`config.mk`:
```
export PLATFORM = sky130hd
export DESIGN_NAME = feature_ratio_sched_flat
export DESIGN_NICKNAME = d
export VERILOG_FILES = /design/src/rtl/feature_ratio_sched_if.sv /design/src/rtl/feature_ratio_sched.sv /design/src/flat_wrapper.sv
export SDC_FILE = /design/constraint.sdc
export NUM_CORES = 1
export LEC_CHECK = 0
export CORE_UTILIZATION = 62
export CTS_CLUSTER_DIAMETER = 80
export DETAILED_ROUTE_END_ITERATION = 16
export MAX_ROUTING_LAYER = met4
export PLACE_DENSITY = 0.94
export SYNTH_ARGS = -nofsm -noshare
export SYNTH_HDL_FRONTEND = slang
export SYNTH_SLANG_ARGS = --single-unit
```
`constraint.sdc`:
```
create_clock -name pixelclk -period 13.9 [get_ports pixelclk]
set_input_delay 4.17 -clock pixelclk [delete_from_list [all_inputs] [get_ports pixelclk]]
set_output_delay 4.17 -clock pixelclk [all_outputs]
set_load 0.03 [all_outputs]
```
`src/rtl/feature_ratio_sched_if.sv`:
```
// Bus between the blob/bbox tracker, the ratio scheduler and the classifier.
// The master drives the frame-end inputs. The slave (the scheduler) drives the per-frame results.
interface feature_ratio_sched_if #(
  parameter int AREA_W = 23
);
  logic              i_vs;
  logic [11:0]       hcount_l;
  logic [11:0]       hcount_r;
  logic [11:0]       vcount_l;
  logic [11:0]       vcount_r;
  logic [AREA_W-1:0] area_in;
  logic [11:0]       long_side;
  logic [AREA_W-1:0] area_q;
  logic [7:0]        aspect_q;
  logic [7:0]        fill_q;
  logic [1:0]        div0_flags;
  logic              feat_valid;
  logic              busy;
  logic              frame_drop;

  modport master (
    output i_vs, hcount_l, hcount_r, vcount_l, vcount_r, area_in,
    input  long_side, area_q, aspect_q, fill_q, div0_flags, feat_valid, busy, frame_drop
  );

  modport slave (
    input  i_vs, hcount_l, hcount_r, vcount_l, vcount_r, area_in,
    output long_side, area_q, aspect_q, fill_q, div0_flags, feat_valid, busy, frame_drop
  );
endinterface

```
`src/rtl/feature_ratio_sched.sv`:
```
// Frame-end feature scheduler. It captures the bbox and blob area on each VS falling edge.
// One restoring divider is then time-shared for two ratios:
//   aspect = long*16/short
//   fill   = long*short*16/area
// Both are saturated to 8 bits with 4 fractional bits and are reported with a one-cycle strobe.
module feature_ratio_sched #(
  parameter int DIV_W  = 28,
  parameter int AREA_W = 23
) (
  input  logic                 pixelclk,
  input  logic                 rst_n,
  feature_ratio_sched_if.slave bus
);

  localparam int CNT_W = $clog2(DIV_W);

  typedef enum logic [2:0] {
    IDLE,
    CAPTURE,
    PREP,
    DIV_A,
    DIV_F,
    DONE
  } state_t;

  state_t state_q;
  state_t state_d;

  logic              vs_r;
  logic              vs_fall;
  logic              busy_c;

  logic [CNT_W-1:0]  cnt_q;
  logic              div_zero_q;
  logic              div_last;

  logic [11:0]       w_p0;
  logic [11:0]       h_p0;
  logic [AREA_W-1:0] area_p0;

  logic [11:0]       long_c;
  logic [11:0]       short_c;
  logic [11:0]       long_p1;
  logic [23:0]       prod_p1;

  logic [DIV_W-1:0]  dvd_q;
  logic [AREA_W-1:0] dvs_q;
  logic [AREA_W-1:0] rem_q;
  logic              rem_carry;
  logic [AREA_W-1:0] rem_shift;
  logic              q_bit;
  logic [AREA_W-1:0] rem_nx;
  logic [DIV_W-1:0]  dvd_nx;

  logic [7:0]        aspect_p2;
  logic              flag_a_p2;

  // Quotients above 255 pin to the 8-bit ceiling.
  function automatic logic [7:0] sat8(input logic [DIV_W-1:0] q);
    return (q > DIV_W'(255)) ? 8'hFF : q[7:0];
  endfunction

  // A bbox edge pair that is out of order means an empty extent.
  function automatic logic [11:0] extent(input logic [11:0] lo, input logic [11:0] hi);
    return (hi < lo) ? 12'd0 : hi - lo;
  endfunction

  assign vs_fall = !bus.i_vs && vs_r;
  assign busy_c  = (state_q != IDLE);
  assign bus.busy = busy_c;

  // A zero divisor finishes its slot after a single cycle.
  assign div_last = div_zero_q || (cnt_q == CNT_W'(DIV_W - 1));

  // On a tie the long and short sides are both the width.
  assign long_c  = (w_p0 >= h_p0) ? w_p0 : h_p0;
  assign short_c = (w_p0 >= h_p0) ? h_p0 : w_p0;

  // One restoring step per cycle.
  // A carry out of the shifted remainder already guarantees that the divisor fits.
  assign rem_carry = rem_q[AREA_W-1];
  assign rem_shift = {rem_q[AREA_W-2:0], dvd_q[DIV_W-1]};
  assign q_bit     = rem_carry || (rem_shift >= dvs_q);
  assign rem_nx    = q_bit ? (rem_shift - dvs_q) : rem_shift;
  assign dvd_nx    = {dvd_q[DIV_W-2:0], q_bit};

  // VS delay register for falling-edge detection
  always_ff @(posedge pixelclk or negedge rst_n) begin
    if (!rst_n) vs_r <= 1'b0;
    else        vs_r <= bus.i_vs;
  end

  // FSM state register
  always_ff @(posedge pixelclk or negedge rst_n) begin
    if (!rst_n) state_q <= IDLE;
    else        state_q <= state_d;
  end

  // FSM next-state logic
  always_comb begin
    state_d = state_q;
    case (state_q)
      IDLE:    if (vs_fall) state_d = CAPTURE;
      CAPTURE: state_d = PREP;
      PREP:    state_d = DIV_A;
      DIV_A:   if (div_last) state_d = DIV_F;
      DIV_F:   if (div_last) state_d = DONE;
      DONE:    state_d = IDLE;
      default: state_d = IDLE;
    endcase
  end

  // Divider step counter and zero-divisor shortcut flag
  always_ff @(posedge pixelclk or negedge rst_n) begin
    if (!rst_n) begin
      cnt_q      <= '0;
      div_zero_q <= 1'b0;
    end else begin
      case (state_q)
        PREP: begin
          cnt_q      <= '0;
          div_zero_q <= (short_c == 12'd0);
        end
        DIV_A: begin
          if (div_last) begin
            cnt_q      <= '0;
            div_zero_q <= (area_p0 == '0);
          end else begin
            cnt_q <= cnt_q + CNT_W'(1);
          end
        end
        DIV_F:   cnt_q <= cnt_q + CNT_W'(1);
        default: ;
      endcase
    end
  end

  // Datapath: capture, prep and the shared divider
  always_ff @(posedge pixelclk) begin
    case (state_q)
      // ---- p0: capture one cycle after detect, once upstream area has settled ----
      CAPTURE: begin
        w_p0    <= extent(bus.hcount_l, bus.hcount_r);
        h_p0    <= extent(bus.vcount_l, bus.vcount_r);
        area_p0 <= bus.area_in;
      end
      // ---- p1: order the sides, form the product and load the aspect division ----
      PREP: begin
        long_p1 <= long_c;
        prod_p1 <= 24'(long_c) * 24'(short_c);
        dvd_q   <= DIV_W'({long_c, 4'b0000});
        dvs_q   <= AREA_W'(short_c);
        rem_q   <= '0;
      end
      // ---- p2: aspect division, then reload the divider for fill ----
      DIV_A: begin
        if (div_last) begin
          aspect_p2 <= div_zero_q ? 8'hFF : sat8(dvd_nx);
          flag_a_p2 <= div_zero_q;
          dvd_q     <= DIV_W'({prod_p1, 4'b0000});
          dvs_q     <= area_p0;
          rem_q     <= '0;
        end else begin
          dvd_q <= dvd_nx;
          rem_q <= rem_nx;
        end
      end
      DIV_F: begin
        dvd_q <= dvd_nx;
        rem_q <= rem_nx;
      end
      default: ;
    endcase
  end

  // ---- result stage: all outputs update together as the FSM enters DONE ----
  // Result registers and the strobe/drop pulses
  always_ff @(posedge pixelclk or negedge rst_n) begin
    if (!rst_n) begin
      bus.long_side  <= '0;
      bus.area_q     <= '0;
      bus.aspect_q   <= '0;
      bus.fill_q     <= '0;
      bus.div0_flags <= '0;
      bus.feat_valid <= 1'b0;
      bus.frame_drop <= 1'b0;
    end else begin
      bus.feat_valid <= 1'b0;
      bus.frame_drop <= vs_fall && busy_c;
      if (state_q == DIV_F && div_last) begin
        bus.long_side  <= long_p1;
        bus.area_q     <= area_p0;
        bus.aspect_q   <= aspect_p2;
        bus.fill_q     <= div_zero_q ? 8'hFF : sat8(dvd_nx);
        bus.div0_flags <= {div_zero_q, flag_a_p2};
        bus.feat_valid <= 1'b1;
      end
    end
  end

endmodule
```
`src/flat_wrapper.sv`:
```
// flat-port wrapper written by rule: the top's interface ports become plain ports
module feature_ratio_sched_flat 
#(
  parameter int DIV_W  = 28,
  parameter int AREA_W = 23
)
  (pixelclk, rst_n, bus_i_vs, bus_hcount_l, bus_hcount_r, bus_vcount_l, bus_vcount_r, bus_area_in, bus_long_side, bus_area_q, bus_aspect_q, bus_fill_q, bus_div0_flags, bus_feat_valid, bus_busy, bus_frame_drop);
  feature_ratio_sched_if #(.AREA_W(AREA_W)) bus_i ();
  input  logic pixelclk;
  input  logic rst_n;
  input wire logic [$bits(bus_i.i_vs)-1:0] bus_i_vs;
  input wire logic [$bits(bus_i.hcount_l)-1:0] bus_hcount_l;
  input wire logic [$bits(bus_i.hcount_r)-1:0] bus_hcount_r;
  input wire logic [$bits(bus_i.vcount_l)-1:0] bus_vcount_l;
  input wire logic [$bits(bus_i.vcount_r)-1:0] bus_vcount_r;
  input wire logic [$bits(bus_i.area_in)-1:0] bus_area_in;
  output wire logic [$bits(bus_i.long_side)-1:0] bus_long_side;
  output wire logic [$bits(bus_i.area_q)-1:0] bus_area_q;
  output wire logic [$bits(bus_i.aspect_q)-1:0] bus_aspect_q;
  output wire logic [$bits(bus_i.fill_q)-1:0] bus_fill_q;
  output wire logic [$bits(bus_i.div0_flags)-1:0] bus_div0_flags;
  output wire logic [$bits(bus_i.feat_valid)-1:0] bus_feat_valid;
  output wire logic [$bits(bus_i.busy)-1:0] bus_busy;
  output wire logic [$bits(bus_i.frame_drop)-1:0] bus_frame_drop;
  assign bus_i.i_vs = bus_i_vs;
  assign bus_i.hcount_l = bus_hcount_l;
  assign bus_i.hcount_r = bus_hcount_r;
  assign bus_i.vcount_l = bus_vcount_l;
  assign bus_i.vcount_r = bus_vcount_r;
  assign bus_i.area_in = bus_area_in;
  assign bus_long_side = bus_i.long_side;
  assign bus_area_q = bus_i.area_q;
  assign bus_aspect_q = bus_i.aspect_q;
  assign bus_fill_q = bus_i.fill_q;
  assign bus_div0_flags = bus_i.div0_flags;
  assign bus_feat_valid = bus_i.feat_valid;
  assign bus_busy = bus_i.busy;
  assign bus_frame_drop = bus_i.frame_drop;
  feature_ratio_sched #(.DIV_W(DIV_W), .AREA_W(AREA_W)) u_core (.pixelclk(pixelclk), .rst_n(rst_n), .bus(bus_i));
endmodule
```
### Word-level counts from Yosys, hierarchy flattened

Index checks and enable logic that the tools add are counted.

* register bits after elaboration: 231
* input bits: 74

* $add $sub $neg: 4
* multiply operators: 1
* order comparisons: 5
* eq/ne operators: 8
* muxes and demuxes: 20
* reduce and logical (&&, ||, !) cells: 15

Operators with widths (count)
* $pmux W28 S3: 1
* $mux W23: 3
* $pmux W23 S3: 1
* $pmux W23 S2: 1
* $gt A28 B8 Y1 const B: 1
* $mux W28: 1
* $lt A12 B12 Y1: 2
* $mul A12 B12 Y24: 1
* $mux W12: 2
* $sub A12 B12 Y12: 2
* $ge A23 B23 Y1: 1
* $logic_not A23 Y1: 1
* $sub A23 B23 Y23: 1
* $mux W8: 2
* $pmux W3 S5: 1
* $pmux W5 S3: 1
* $ge A12 B12 Y1: 1
* $logic_not A12 Y1: 1
* $mux W3: 3
* $eq A3 B2 Y1 const B: 2
* $ne A2 B1 Y1 const B: 3
* $reduce_bool A3 Y1: 2
* $add A5 B1 Y5 const B: 1
* $eq A5 B5 Y1 const B: 1
* other kinds (12): 17

### Logic depth before layout (Yosys ltp)

Gate-level depths: netlist of run 1.

* word-level depth: 5
* depth in mapped cells: 34
* depth with buffers taken out: 32

### Least setup slack after synthesis of run 1

No wires, ideal clock.

* path type: register to register
* start: register u_core.h_p0[0]
* end: register u_core.prod_p1[23], data pin
* setup time: 260 ps
* arrival: 6858 ps
* required time: 13640 ps
* slack: 6782 ps
* stages on the path, launching flop included: 32
* period minus slack after synthesis: 7118 ps
* path through: edfxtp_1 -> ha_1 -> nand2b_1 -> a21o_1 -> a21o_1 -> a21oi_1 -> o21ai_1 -> o2111ai_1 -> a21oi_1 -> buf_2 -> buf_2 -> mux2i_1 -> inv_2 -> nand2_1 -> fa_1 -> fa_1 -> inv_1 -> fa_1 -> fa_1 -> inv_1 -> fa_1 -> inv_1 -> ha_1 -> nand2_1 -> nor2_1 -> o2bb2ai_1 -> o221ai_1 -> o21ai_0 -> o31a_1 -> a211o_1 -> a21oi_1 -> xnor2_1

* cells in the longest elaborated chain, start to end: 3
* elaborated cells on any way between the ends: 4
* classes of those cells: 1 x mul; 1 x order compare; 2 x mux

Ends and longest elaborated chain
* start: declaration: RTL line feature_ratio_sched.sv:38 `logic [11:0] h_p0;`
* start signal: assignment: RTL line feature_ratio_sched.sv:144 `h_p0 <= extent(bus.vcount_l, bus.vcount_r);`
* $ge A12 B12 Y1: RTL line feature_ratio_sched.sv:76 `assign long_c = (w_p0 >= h_p0) ? w_p0 : h_p0;`
* $mux W12: RTL line feature_ratio_sched.sv:76
* net u_core.long_c[2]: RTL line feature_ratio_sched.sv:41 `logic [11:0] long_c;`
* $mul A12 B12 Y24: RTL line feature_ratio_sched.sv:150 `prod_p1 <= 24'(long_c) * 24'(short_c);`
* end signal: assignment: RTL line feature_ratio_sched.sv:150
* end: declaration: RTL line feature_ratio_sched.sv:44 `logic [23:0] prod_p1;`

The timed path passes the listed nets, and every way through them passes these cells.
A chain may end at the register's enable or synchronous reset.

### Worst setup path in the final report of run 1

* start: register u_core.w_p0[0]
* end: register u_core.prod_p1[23], data pin

* cells in the longest elaborated chain, start to end: 3
* elaborated cells on any way between the ends: 4
* classes of those cells: 1 x mul; 1 x order compare; 2 x mux

Ends and longest elaborated chain
* start: declaration: RTL line feature_ratio_sched.sv:37 `logic [11:0] w_p0;`
* start signal: assignment: RTL line feature_ratio_sched.sv:143 `w_p0 <= extent(bus.hcount_l, bus.hcount_r);`
* $ge A12 B12 Y1: RTL line feature_ratio_sched.sv:76
* $mux W12 *: RTL line feature_ratio_sched.sv:76
* net u_core.long_c[0]: RTL line feature_ratio_sched.sv:41
* $mul A12 B12 Y24 *: RTL line feature_ratio_sched.sv:150

The timed path passes the listed nets; every way through them passes the cells marked *.

==> results of run 1 <==
-- registers in the layout, indices dropped and copies added, names as in the netlist, 2 cells and up --
| register | count |
|---|---|
| u_core.dvd_q | 28 |
| u_core.prod_p1 | 24 |
| u_core.area_p0 | 23 |
| u_core.bus.area_q | 23 |
| u_core.dvs_q | 23 |
| u_core.rem_q | 23 |
| u_core.bus.long_side | 12 |
| u_core.h_p0 | 12 |
| u_core.long_p1 | 12 |
| u_core.w_p0 | 12 |
| u_core.aspect_p2 | 8 |
| u_core.bus.aspect_q | 8 |
| u_core.bus.fill_q | 8 |
| u_core.cnt_q | 5 |
| u_core.state_q | 3 |
| u_core.bus.div0_flags | 2 |
-- layer usage --
layer  routed length [um]  part of all wire  global-route usage
met4                 2060             0.048               0.154
met1                15700              0.37               0.387
met2                21500              0.50               0.557
met5                    0                 0                   -
met3                 3420             0.080              0.0533
-- area by class of cell --
class,count,area [um2]
multi-input cells,1119,8670
clock inverters,11,139
clock buffers,35,747
repair buffers,140,1370
fillers,1679,7090
flip-flops and latches,231,6610
well taps,335,419
inverters,250,938
-- path summary, 6_finish.rpt --
kind | to | slack [ns] | startpoint
min in group asynchronous | u_core.bus.long_side[1]$_DFFE_PN0P_ | 3.83 | rst_n
max in group asynchronous | u_core.cnt_q[1]$_DFFE_PN0P_ | 9.51 | rst_n
hold / removal | u_core.bus.aspect_q[7]$_DFFE_PN0P_ | 0.44 | u_core.aspect_p2[7]$_DFFE_PP_
setup reg to reg | u_core.prod_p1[23]$_DFFE_PP_ | 5.66 | u_core.w_p0[0]$_SDFFCE_PN0P_
setup / recovery | u_core.prod_p1[23]$_DFFE_PP_ | 5.66 | u_core.w_p0[0]$_SDFFCE_PN0P_
hold reg to reg | u_core.bus.aspect_q[7]$_DFFE_PN0P_ | 0.44 | u_core.aspect_p2[7]$_DFFE_PP_
-- synthesized netlist by cell type (24+ instances only) --
master / n
sky130_fd_sc_hd__mux2_2: 24
sky130_fd_sc_hd__clkbuf_1: 26
sky130_fd_sc_hd__edfxtp_1: 166
sky130_fd_sc_hd__o21ai_0: 47
sky130_fd_sc_hd__nor2_1: 85
sky130_fd_sc_hd__xnor2_1: 30
sky130_fd_sc_hd__a21oi_1: 95
sky130_fd_sc_hd__nand2_1: 307
sky130_fd_sc_hd__inv_1: 243
sky130_fd_sc_hd__dfrtp_1: 65
sky130_fd_sc_hd__fa_1: 103
sky130_fd_sc_hd__ha_1: 134
-- cells in the final DEF (no fill, tap or decap), types with 30 or more instances in the layout --
cell and count:
sky130_fd_sc_hd__dfrtp_1 65, sky130_fd_sc_hd__a21oi_1 92, sky130_fd_sc_hd__ha_1 134, sky130_fd_sc_hd__edfxtp_1 166
sky130_fd_sc_hd__fa_1 103, sky130_fd_sc_hd__inv_1 242, sky130_fd_sc_hd__clkdlybuf4s50_1 128, sky130_fd_sc_hd__xnor2_1 30
sky130_fd_sc_hd__o21ai_0 47, sky130_fd_sc_hd__nor2_1 83, sky130_fd_sc_hd__nand2_1 307
-- cells by family after synthesis --
family,Yosys count
and+or+nand+nor,533
AOI/OAI and AO/OA,257
DFF,231
xor gates and xnor gates,47
muxes,45
buffers and inverters,288
adders and majority gates,237
-- per-stage QoR --
stage                     std cells  hold slack (ns)
after floorplan                1638            0.415
after global placement         2075            0.418
after detailed placement       2075            0.428
after CTS                      2121            0.441
after global routing           2121            0.455
final                          2121            0.445
-- tightest hold or removal path, stage by stage (launching register included) --
cell and delay, ns:
sky130_fd_sc_hd__edfxtp_1 0.32, sky130_fd_sc_hd__nand2_1 0.05, sky130_fd_sc_hd__nand2_1 0.05
==> metrics.sh, run 1 <==
FINALSETUPVIOLCOUNT=0
LAYOUT.CORE_UTILIZATION=0.727
IOS=130
SYNTH.YOSYS.WARNINGS=0
ROW_COUNT=59
VERTICAL_EXTENT_OF_THE_DIE_UM=164
FINAL.SETUP.WORST_SLACK_NS=5.66
YOSYS.CELL_TYPES.COUNT=68
WORST_EP_ARRIVAL_TIME_NS=8.53
CLOCK_SKEW_NS=0.0206
TIMING.MAX_CAP.VIOLATIONS=0
SYNTH.TOP_CELLS.BY_AREA='sky130_fd_sc_hd__edfxtp_1, sky130_fd_sc_hd__fa_1, sky130_fd_sc_hd__ha_1, sky130_fd_sc_hd__dfrtp_1, sky130_fd_sc_hd__nand2_1'
POST_CTS.REPAIR.SETUP_BUFFERS=0
SLEW_VIOL_FINAL=0
SYNTH-EDFF-COUNT=166
PORT-BUFFER-COUNT=129
DOMINANT_COMBINATIONAL_CELL_FAMILY_BY_AREA_AFTER_SYNTHESIS='adder cells'
CRITICAL_PATH_REQUIRED_NS=14.18
AREA_DELTA_SYNTH_FINAL_PCT=15.7
DRT_INITIAL_VIOLATIONS=1520
TIMING.CRITICAL_PATH.FANOUT_MAX=36
DRT_PASS1_ITERATIONS=7
MAX-CLOCK-PATH-BUFFERS=3
SYNTH_ADDER_AREA_SHARE=0.229
SHARE_OF_THE_SYNTHESIZED_NETLIST_AREA_TAKEN_BY_XOR_AND_XNOR_GATES=0.0252
CLK_TRANSITION_REPORTED_PATHS_NS=0.07
NUMCTSBUFFERS=25
WORST_HOLD_PATH_TYPE='register to register'
SYNTHMUXAREASHARE=0.0304
YS_DOMINANT_REG_CELL='sky130_fd_sc_hd__edfxtp_1'
LOGIC_DEPTH_OF_THE_WORST_PATH_BUFFERS_INCLUDED=31
CTS.HTREE.LEVELS=1
VIAS=12900
SYNTH_NETS=1949
DIE_WIDTH_UM=164
PATH_CLASS='register to register'
SYNTH.LARGEST_AREA_CELL='sky130_fd_sc_hd__edfxtp_1'
SYNTHSIMPLEGATEAREAFRAC=0.142
WL_PER_CELL_UM=20.1
DP_WORST_SETUP_SLACK_NS=5.79
ROUTED_WL_UM=42600
CLKSINKCOUNT=231
DESIGN.CORE.AREA_UM2=26000
NETS=2078
DRIVE_GT1_FRAC=0.0577
AREA_OF_ALL_PLACED_CELLS_WITHOUT_FILLERS_UM2=18900
CRITPATHMAXSTAGEDELAY_NS=0.69
POST_SYNTH_INSTANCE_AREA_UM2=16300
HPWL_UM=31000
GP_CONGESTION=0.970
TRITONCTS='yes'
CRITPATHBUFINV=6
CRITICAL-PATH-SLOWEST-CELL='sky130_fd_sc_hd__mux2i_1'
GRT_FIRST_PASS_WIRELENGTH_UM=66700
MIN_PERIOD_NS=8.24
CRIT_PATH_END_KIND='register'
INSERTION_DELAY_NS=0.55
CRITPATHTOPFAMILY='adder cells'
FLOORPLAN.INITIALDENSITY=0.629
TIMING_HOLD_VIOLATIONS_FINAL=0
SYNTH-SEQ-AREA-SHARE=0.405
N_ANTENNA_CELL=0
TIMING.HOLD.WORST_PATH_DEPTH=2
MAXIMUM_CLOCK_RATE_GHz=0.121
VIASPERCELL=6.09
RELSLEWSLACK=0.186
START_KIND='register'
OVERFLOW=0
PERIOD_SHARE=0.593
SYNTHARSTFLOPSHARE=0.281
ANTENNA_VIOLATING_NETS_POST_ROUTE=0
GROUTE.USAGE.OVERALL=0.330
WORST_PIN_SLEW_NS=1.22
POSTPLACECELLAREA_UM2=18000
SYNTH-COMPOUND-AREA-SHARE=0.102
GRT_START_MAX_NET_PINS=66
GRT_ANTENNA_BEFORE_REPAIR=0
CTS_HOLD_BUFFERS=0
RR_WORST_DEPTH=31
SYNTH-SEQ-CELLS=231
SYN-MEAN-INSTANCE-AREA_UM2=9.97
VIA_COUNT_OF_THE_FIRST_GLOBAL_ROUTING_PASS=13000
POST_CTS_RESIZED=0
SYNTHCELLS=1638
CTS-ROOT-BUF='sky130_fd_sc_hd__clkbuf_16'
UNREPAIRED_SETUP_ENDPOINTS_AFTER_GLOBAL_ROUTING='no'
FINALSETUPTNS_NS=0
STATUS='complete, no violations'
SYNTH.TOP_CELL.AREA_SHARE=0.305
POST_ROUTE_DRC_VIOLATION_COUNT=0
DIE-AREA_UM2=27000
Power of run 1 is not shown: default switching activity piles up to over one toggle a cycle in this logic, so the estimate is an artifact.
==> inputs of run 2 (changes only) <==
--- a/config.mk
+++ b/config.mk
@@ -5,11 +5,11 @@
 export SDC_FILE = /design/constraint.sdc
 export NUM_CORES = 1
 export LEC_CHECK = 0
-export CORE_UTILIZATION = 62
+export CORE_UTILIZATION = 60
 export CTS_CLUSTER_DIAMETER = 80
 export DETAILED_ROUTE_END_ITERATION = 16
 export MAX_ROUTING_LAYER = met4
-export PLACE_DENSITY = 0.94
+export PLACE_DENSITY = 0.92
 export SYNTH_ARGS = -nofsm -noshare
 export SYNTH_HDL_FRONTEND = slang
 export SYNTH_SLANG_ARGS = --single-unit
==> constraint.sdc (replaced) <==
create_clock -name pixelclk -period 8.2 [get_ports pixelclk]
set_input_delay 2.46 -clock pixelclk [delete_from_list [all_inputs] [get_ports pixelclk]]
set_output_delay 2.46 -clock pixelclk [all_outputs]
set_load 0.03 [all_outputs]
==> run 2 against run 1 <==
Compared with the run above:
- setup slack got worse by 5.1 ns
- count of clock-buffer cells in the layout down 5
- clock skew up 0.0032 ns
- routed wire length shrank 0.64%
- die area increased by 3.3%
- final area grew 0.72%
- first-iteration DRC count down 19%
- critical path type unchanged
- via count decreased by 0.47%
- sequential cell count unchanged
- worst hold slack lost 0.0024 ns
- critical path depth did not move
==> metrics.sh, run 2 (synthesized netlist as in run 1, its figures left out) <==
TIMING_HOLD_VIOLATIONS_FINAL=0
R2R_START='u_core.h_p0[0]$_SDFFCE_PN0P_'
CLKSINKCOUNT=231
MAX-CLOCK-PATH-BUFFERS=3
GRT_ANTENNA_BEFORE_REPAIR=0
SLEW_VIOL_FINAL=0
NETS=2097
WORST_PIN_SLEW_NS=1.18
HOLD_END='u_core.bus.long_side[10]$_DFFE_PN0P_'
CRIT_PATH_END_KIND='register'
FINALSETUPVIOLCOUNT=0
AREA_DELTA_SYNTH_FINAL_PCT=16.5
ROW_COUNT=60
WL_PER_CELL_UM=19.8
PERIOD_SHARE=0.931
N_ANTENNA_CELL=0
CRITICAL-PATH-SLOWEST-CELL='sky130_fd_sc_hd__fa_1'
WORST_EP_ARRIVAL_TIME_NS=7.90
CLOCK_SKEW_NS=0.0238
CLK_TRANSITION_REPORTED_PATHS_NS=0.06
WORST_HOLD_PATH_TYPE='register to register'
RR_WORST_DEPTH=31
STATUS='complete, no violations'
GROUTE.USAGE.OVERALL=0.317
HPWL_UM=31400
FLOORPLAN.INITIALDENSITY=0.610
ANTENNA_VIOLATING_NETS_POST_ROUTE=0
IOS=130
START_KIND='register'
REGTOREGENDPOINT='u_core.prod_p1[23]$_DFFE_PP_'
VERTICAL_EXTENT_OF_THE_DIE_UM=167
STARTPOINT_OF_THE_WORST_HOLD_PATH='u_core.long_p1[10]$_DFFE_PP_'
ROUTED_WL_UM=42400
POST_ROUTE_DRC_VIOLATION_COUNT=0
MAX_FLOP_REGISTER='u_core.dvd_q'
PATH_CLASS='register to register'
VIA_COUNT_OF_THE_FIRST_GLOBAL_ROUTING_PASS=13000
INSERTION_DELAY_NS=0.54
CRITPATHMAXSTAGEDELAY_NS=0.54
CRITPATHMOSTFREQUENTCELL='sky130_fd_sc_hd__fa_1'
TRITONCTS='yes'
MAXIMUM_CLOCK_RATE_GHz=0.131
PORT-BUFFER-COUNT=129
CTS-ROOT-BUF='sky130_fd_sc_hd__clkbuf_16'
N_FILL_CELL=1791
DIE_WIDTH_UM=167
FINAL_CELL_MIX='sky130_fd_sc_hd__nand2_1, sky130_fd_sc_hd__inv_1, sky130_fd_sc_hd__edfxtp_1, sky130_fd_sc_hd__ha_1, sky130_fd_sc_hd__clkdlybuf4s50_1'
TIMING.CRITICAL_PATH.FANOUT_MAX=10
CRITICAL_PATH_REQUIRED_NS=8.47
DRT_PASS1_ITERATIONS=5
LARGEST_REG_FLOPS=28
CTS.HTREE.LEVELS=1
FF2FF_SETUP_SLACK_NS=0.56
POST_CTS_RESIZED=0
NUMCTSBUFFERS=24
GRT_FIRST_PASS_WIRELENGTH_UM=67400
TIMING.MAX_CAP.VIOLATIONS=0
OVERFLOW=0
TIMING.HOLD.WORST_PATH_DEPTH=2
UNREPAIRED_SETUP_ENDPOINTS_AFTER_GLOBAL_ROUTING='no'
GP_CONGESTION=0.964
GRT_START_MAX_NET_PINS=66
BIGGESTREGSBYFLOPS='u_core.dvd_q x28, u_core.prod_p1 x24'
FINALSETUPTNS_NS=0
DRIVE_GT1_FRAC=0.0682
DRT_INITIAL_VIOLATIONS=1224
DIE-AREA_UM2=27900
DESIGN.CORE.AREA_UM2=26800
LAYOUT_COMMONEST_CELL='sky130_fd_sc_hd__nand2_1'
RELSLEWSLACK=0.213
MIN_PERIOD_NS=7.64
VIAS=12800
VIASPERCELL=5.99
==> run 2: area by class of cell <==
class	instances	area (um2)	share of cell area
inverters	250	938	0.0493
multi-input cells	1119	8670	0.456
repair buffers	160	1540	0.0811
clock inverters	14	164	0.00861
clock buffers	30	674	0.0354
well taps	341	427	0.0224
flip-flops and latches	231	6610	0.347
==> run 2: critical path: cells and delay by family, from the launching register on <==
| family | cells | cell delay, ns |
|---|---|---|
| muxes | 1 | 0.14 |
| buffers and inverters | 6 | 0.70 |
| DFF | 1 | 0.44 |
| and+or+nand+nor | 3 | 0.32 |
| xor gates and xnor gates | 1 | 0.09 |
| AOI/OAI and AO/OA | 13 | 2.45 |
| adders and majority gates | 7 | 3.22 |
==> run 2: stage by stage <==
step	hold WS, ns	util	worst slack, ns	instances	instance area [um2]
final	0.442	0.710	0.564	2145	19000
after detailed placement	0.425	0.677	0.433	2098	18200
after global routing	0.453	0.710	0.161	2145	19000
after floorplan	0.415	-	1.08	1638	16300
after global placement	0.420	0.677	0.610	2098	18200
after CTS	0.440	0.709	0.326	2142	19000
==> run 2: worst max-delay path by stage <==
stage | start | to | slack [ns] | cells after the start
after floorplan | u_core.h_p0[0]$_SDFFCE_PN0P_ | u_core.prod_p1[23]$_DFFE_PP_ | 1.08 | 31
after global placement | u_core.h_p0[0]$_SDFFCE_PN0P_ | u_core.prod_p1[23]$_DFFE_PP_ | 0.61 | 29
after detailed placement | u_core.h_p0[0]$_SDFFCE_PN0P_ | u_core.prod_p1[23]$_DFFE_PP_ | 0.43 | 26
after CTS | u_core.h_p0[0]$_SDFFCE_PN0P_ | u_core.prod_p1[23]$_DFFE_PP_ | 0.33 | 29
after global routing | u_core.h_p0[0]$_SDFFCE_PN0P_ | u_core.prod_p1[23]$_DFFE_PP_ | 0.16 | 31
final | u_core.h_p0[0]$_SDFFCE_PN0P_ | u_core.prod_p1[23]$_DFFE_PP_ | 0.56 | 31
==> run 2: timing repair <==
action                                  in CTS  in global routing
endpoints found under the setup margin       0                  2
hold buffers                                 0                  0
setup buffers                                0                  3
==> run 2: layer usage <==
layer,share of wire,track usage,vias to the layer above
li1,-,-,5797
met1,0.38,0.375,6265
met2,0.50,0.541,625
met3,0.066,0.0385,162
met4,0.049,0.149,0
met5,0,-,-
Power of run 2 is left out for the same reason.
==> inputs of run 3 (changes only) <==
--- a/config.mk
+++ b/config.mk
@@ -5,11 +5,13 @@
 export SDC_FILE = /design/constraint.sdc
 export NUM_CORES = 1
 export LEC_CHECK = 0
-export CORE_UTILIZATION = 60
+export CORE_MARGIN = 2
+export CORE_UTILIZATION = 62
 export CTS_CLUSTER_DIAMETER = 80
 export DETAILED_ROUTE_END_ITERATION = 16
+export DONT_BUFFER_PORTS = 1
 export MAX_ROUTING_LAYER = met4
-export PLACE_DENSITY = 0.92
+export PLACE_DENSITY = 0.88
 export SYNTH_ARGS = -nofsm -noshare
 export SYNTH_HDL_FRONTEND = slang
 export SYNTH_SLANG_ARGS = --single-unit
==> run 3 against run 2 <==
Compared with the run above:
- cell count decreased by 6.2%
- fmax decreased by 1.8%
- register-to-register slack got worse by 0.14 ns
- critical path type unchanged
- critical endpoint unchanged
- largest cell class unchanged
- highest routed layer unchanged
==> metrics.sh, run 3 (synthesized netlist as in run 1, its figures left out) <==
PATH_CLASS='register to register'
VIAS=12300
GROUTE.USAGE.OVERALL=0.302
MAX_FLOP_REGISTER='u_core.dvd_q'
STATUS='complete, no violations'
RELSLEWSLACK=0.203
CRITPATHMAXSTAGEDELAY_NS=0.55
MAX-CLOCK-PATH-BUFFERS=3
VERTICAL_EXTENT_OF_THE_DIE_UM=166
FF2FF_SETUP_SLACK_NS=0.42
REGTOREGENDPOINT='u_core.prod_p1[23]$_DFFE_PP_'
DRT_INITIAL_VIOLATIONS=1276
DIE-AREA_UM2=27700
LAYOUT_COMMONEST_CELL='sky130_fd_sc_hd__nand2_1'
PORT-BUFFER-COUNT=0
CRITPATHBUFINV=6
AREA_DELTA_SYNTH_FINAL_PCT=8.33
WORST_PIN_SLEW_NS=1.19
R2R_START='u_core.h_p0[0]$_SDFFCE_PN0P_'
LARGEST_REG_FLOPS=28
NETS=1969
STARTPOINT_OF_THE_WORST_HOLD_PATH='u_core.aspect_p2[4]$_DFFE_PP_'
DRT_PASS1_ITERATIONS=7
FINALSETUPTNS_NS=0
TIMING.MAX_CAP.VIOLATIONS=0
MIN_PERIOD_NS=7.78
ROW_COUNT=59
POST_ROUTE_DRC_VIOLATION_COUNT=0
CLK_TRANSITION_REPORTED_PATHS_NS=0.07
CTS.HTREE.LEVELS=1
GP_CONGESTION=0.986
HOLD_END='u_core.bus.aspect_q[4]$_DFFE_PN0P_'
CRITICAL_PATH_REQUIRED_NS=8.47
WORST_HOLD_PATH_TYPE='register to register'
CLKSINKCOUNT=231
DRIVE_GT1_FRAC=0.0722
WORST_EP_ARRIVAL_TIME_NS=8.05
ROUTED_WL_UM=41100
CTS-ROOT-BUF='sky130_fd_sc_hd__clkbuf_16'
ANTENNA_VIOLATING_NETS_POST_ROUTE=0
TIMING_HOLD_VIOLATIONS_FINAL=0
MAXIMUM_CLOCK_RATE_GHz=0.129
CRITPATHMOSTFREQUENTCELL='sky130_fd_sc_hd__fa_1'
CLOCK_SKEW_NS=0.0214
WL_PER_CELL_UM=20.4
INSERTION_DELAY_NS=0.55
CRIT_PATH_END_KIND='register'
VIA_COUNT_OF_THE_FIRST_GLOBAL_ROUTING_PASS=12400
NUMCTSBUFFERS=23
CRITPATHTOPFAMILY='adder cells'
SLEW_VIOL_FINAL=0
OVERFLOW=0
FINALSETUPVIOLCOUNT=0
GRT_ANTENNA_BEFORE_REPAIR=1
UNREPAIRED_SETUP_ENDPOINTS_AFTER_GLOBAL_ROUTING='no'
RR_WORST_DEPTH=31
GRT_FIRST_PASS_WIRELENGTH_UM=64300
FLOORPLAN.INITIALDENSITY=0.629
VIASPERCELL=6.11
CRITICAL-PATH-SLOWEST-CELL='sky130_fd_sc_hd__fa_1'
DIE_WIDTH_UM=166
PERIOD_SHARE=0.949
DESIGN.CORE.AREA_UM2=26000
HPWL_UM=30000
TRITONCTS='yes'
BIGGESTREGSBYFLOPS='u_core.dvd_q x28, u_core.prod_p1 x24'
TIMING.CRITICAL_PATH.FANOUT_MAX=8
TIMING.HOLD.WORST_PATH_DEPTH=2
FINAL_CELL_MIX='sky130_fd_sc_hd__nand2_1, sky130_fd_sc_hd__inv_1, sky130_fd_sc_hd__edfxtp_1, sky130_fd_sc_hd__ha_1, sky130_fd_sc_hd__fa_1'
IOS=130
GRT_START_MAX_NET_PINS=66
START_KIND='register'
[run 3: cell types whose count changed in the layout (fill, tap and decap cells not counted), sizes merged]
cell and change:
clkinv -4, diode +1, inv -1, clkdlybuf4s50 -128, clkinvlp +1, buf +1
clkbuf +2
[run 3: worst register-to-register path, delay by kind of cell (launching register included)]
family	cells	cell delay, ns
compound gates	12	2.30
buf+inv	6	0.75
xor+xnor	1	0.09
fa+ha+maj	7	3.30
simple gates	4	0.46
mux	1	0.16
flops	1	0.46
[run 3: final cells by class]
class,count,area [um2]
multi-input cells,1119,8670
fillers,1804,8290
flip-flops and latches,231,6610
inverters,250,938
clock buffers,32,661
well taps,335,419
repair buffers,33,248
clock inverters,10,144
diodes,1,2.50
[run 3: per-layer routing]
layer	global-route usage	vias up	part of all wire	wire (um)
li1	-	5545	-	-
met4	0.120	0	0.040	1650
met5	-	-	0	0
met1	0.372	5972	0.38	15800
met3	0.0422	131	0.079	3240
met2	0.508	643	0.50	20400
[run 3: how the worst max path moves through the flow]
stage,from,end,slack [ns],cells after the start
finish,u_core.h_p0[0]$_SDFFCE_PN0P_,u_core.prod_p1[23]$_DFFE_PP_,0.42,31
global route,u_core.h_p0[0]$_SDFFCE_PN0P_,u_core.prod_p1[23]$_DFFE_PP_,0.02,30
CTS,u_core.h_p0[0]$_SDFFCE_PN0P_,u_core.prod_p1[23]$_DFFE_PP_,0.30,30
detailed placement,u_core.h_p0[0]$_SDFFCE_PN0P_,u_core.prod_p1[23]$_DFFE_PP_,0.35,30
global placement,u_core.h_p0[0]$_SDFFCE_PN0P_,u_core.prod_p1[23]$_DFFE_PP_,0.57,30
floorplan,u_core.h_p0[0]$_SDFFCE_PN0P_,u_core.prod_p1[23]$_DFFE_PP_,1.08,31
[run 3: what timing repair did]
action | CTS | global route
setup endpoints to repair | 0 | 2
setup buffers | 0 | 4
resized for setup | 0 | 1
hold buffers | 0 | 0
[run 3: per-stage QoR]
step	utilization	worst slack [ns]	std cells	hold slack, ns	cell area, um2
6_report	0.681	0.421	2011	0.437	17700
5_1_grt	0.681	0.0198	2011	0.446	17700
4_1_cts	0.680	0.303	2006	0.438	17700
3_5_place_dp	0.649	0.352	1964	0.423	16900
3_3_place_gp	0.649	0.568	1964	0.419	16900
2_1_floorplan	-	1.08	1638	0.415	16300
Power of run 3 is left out for the same reason.
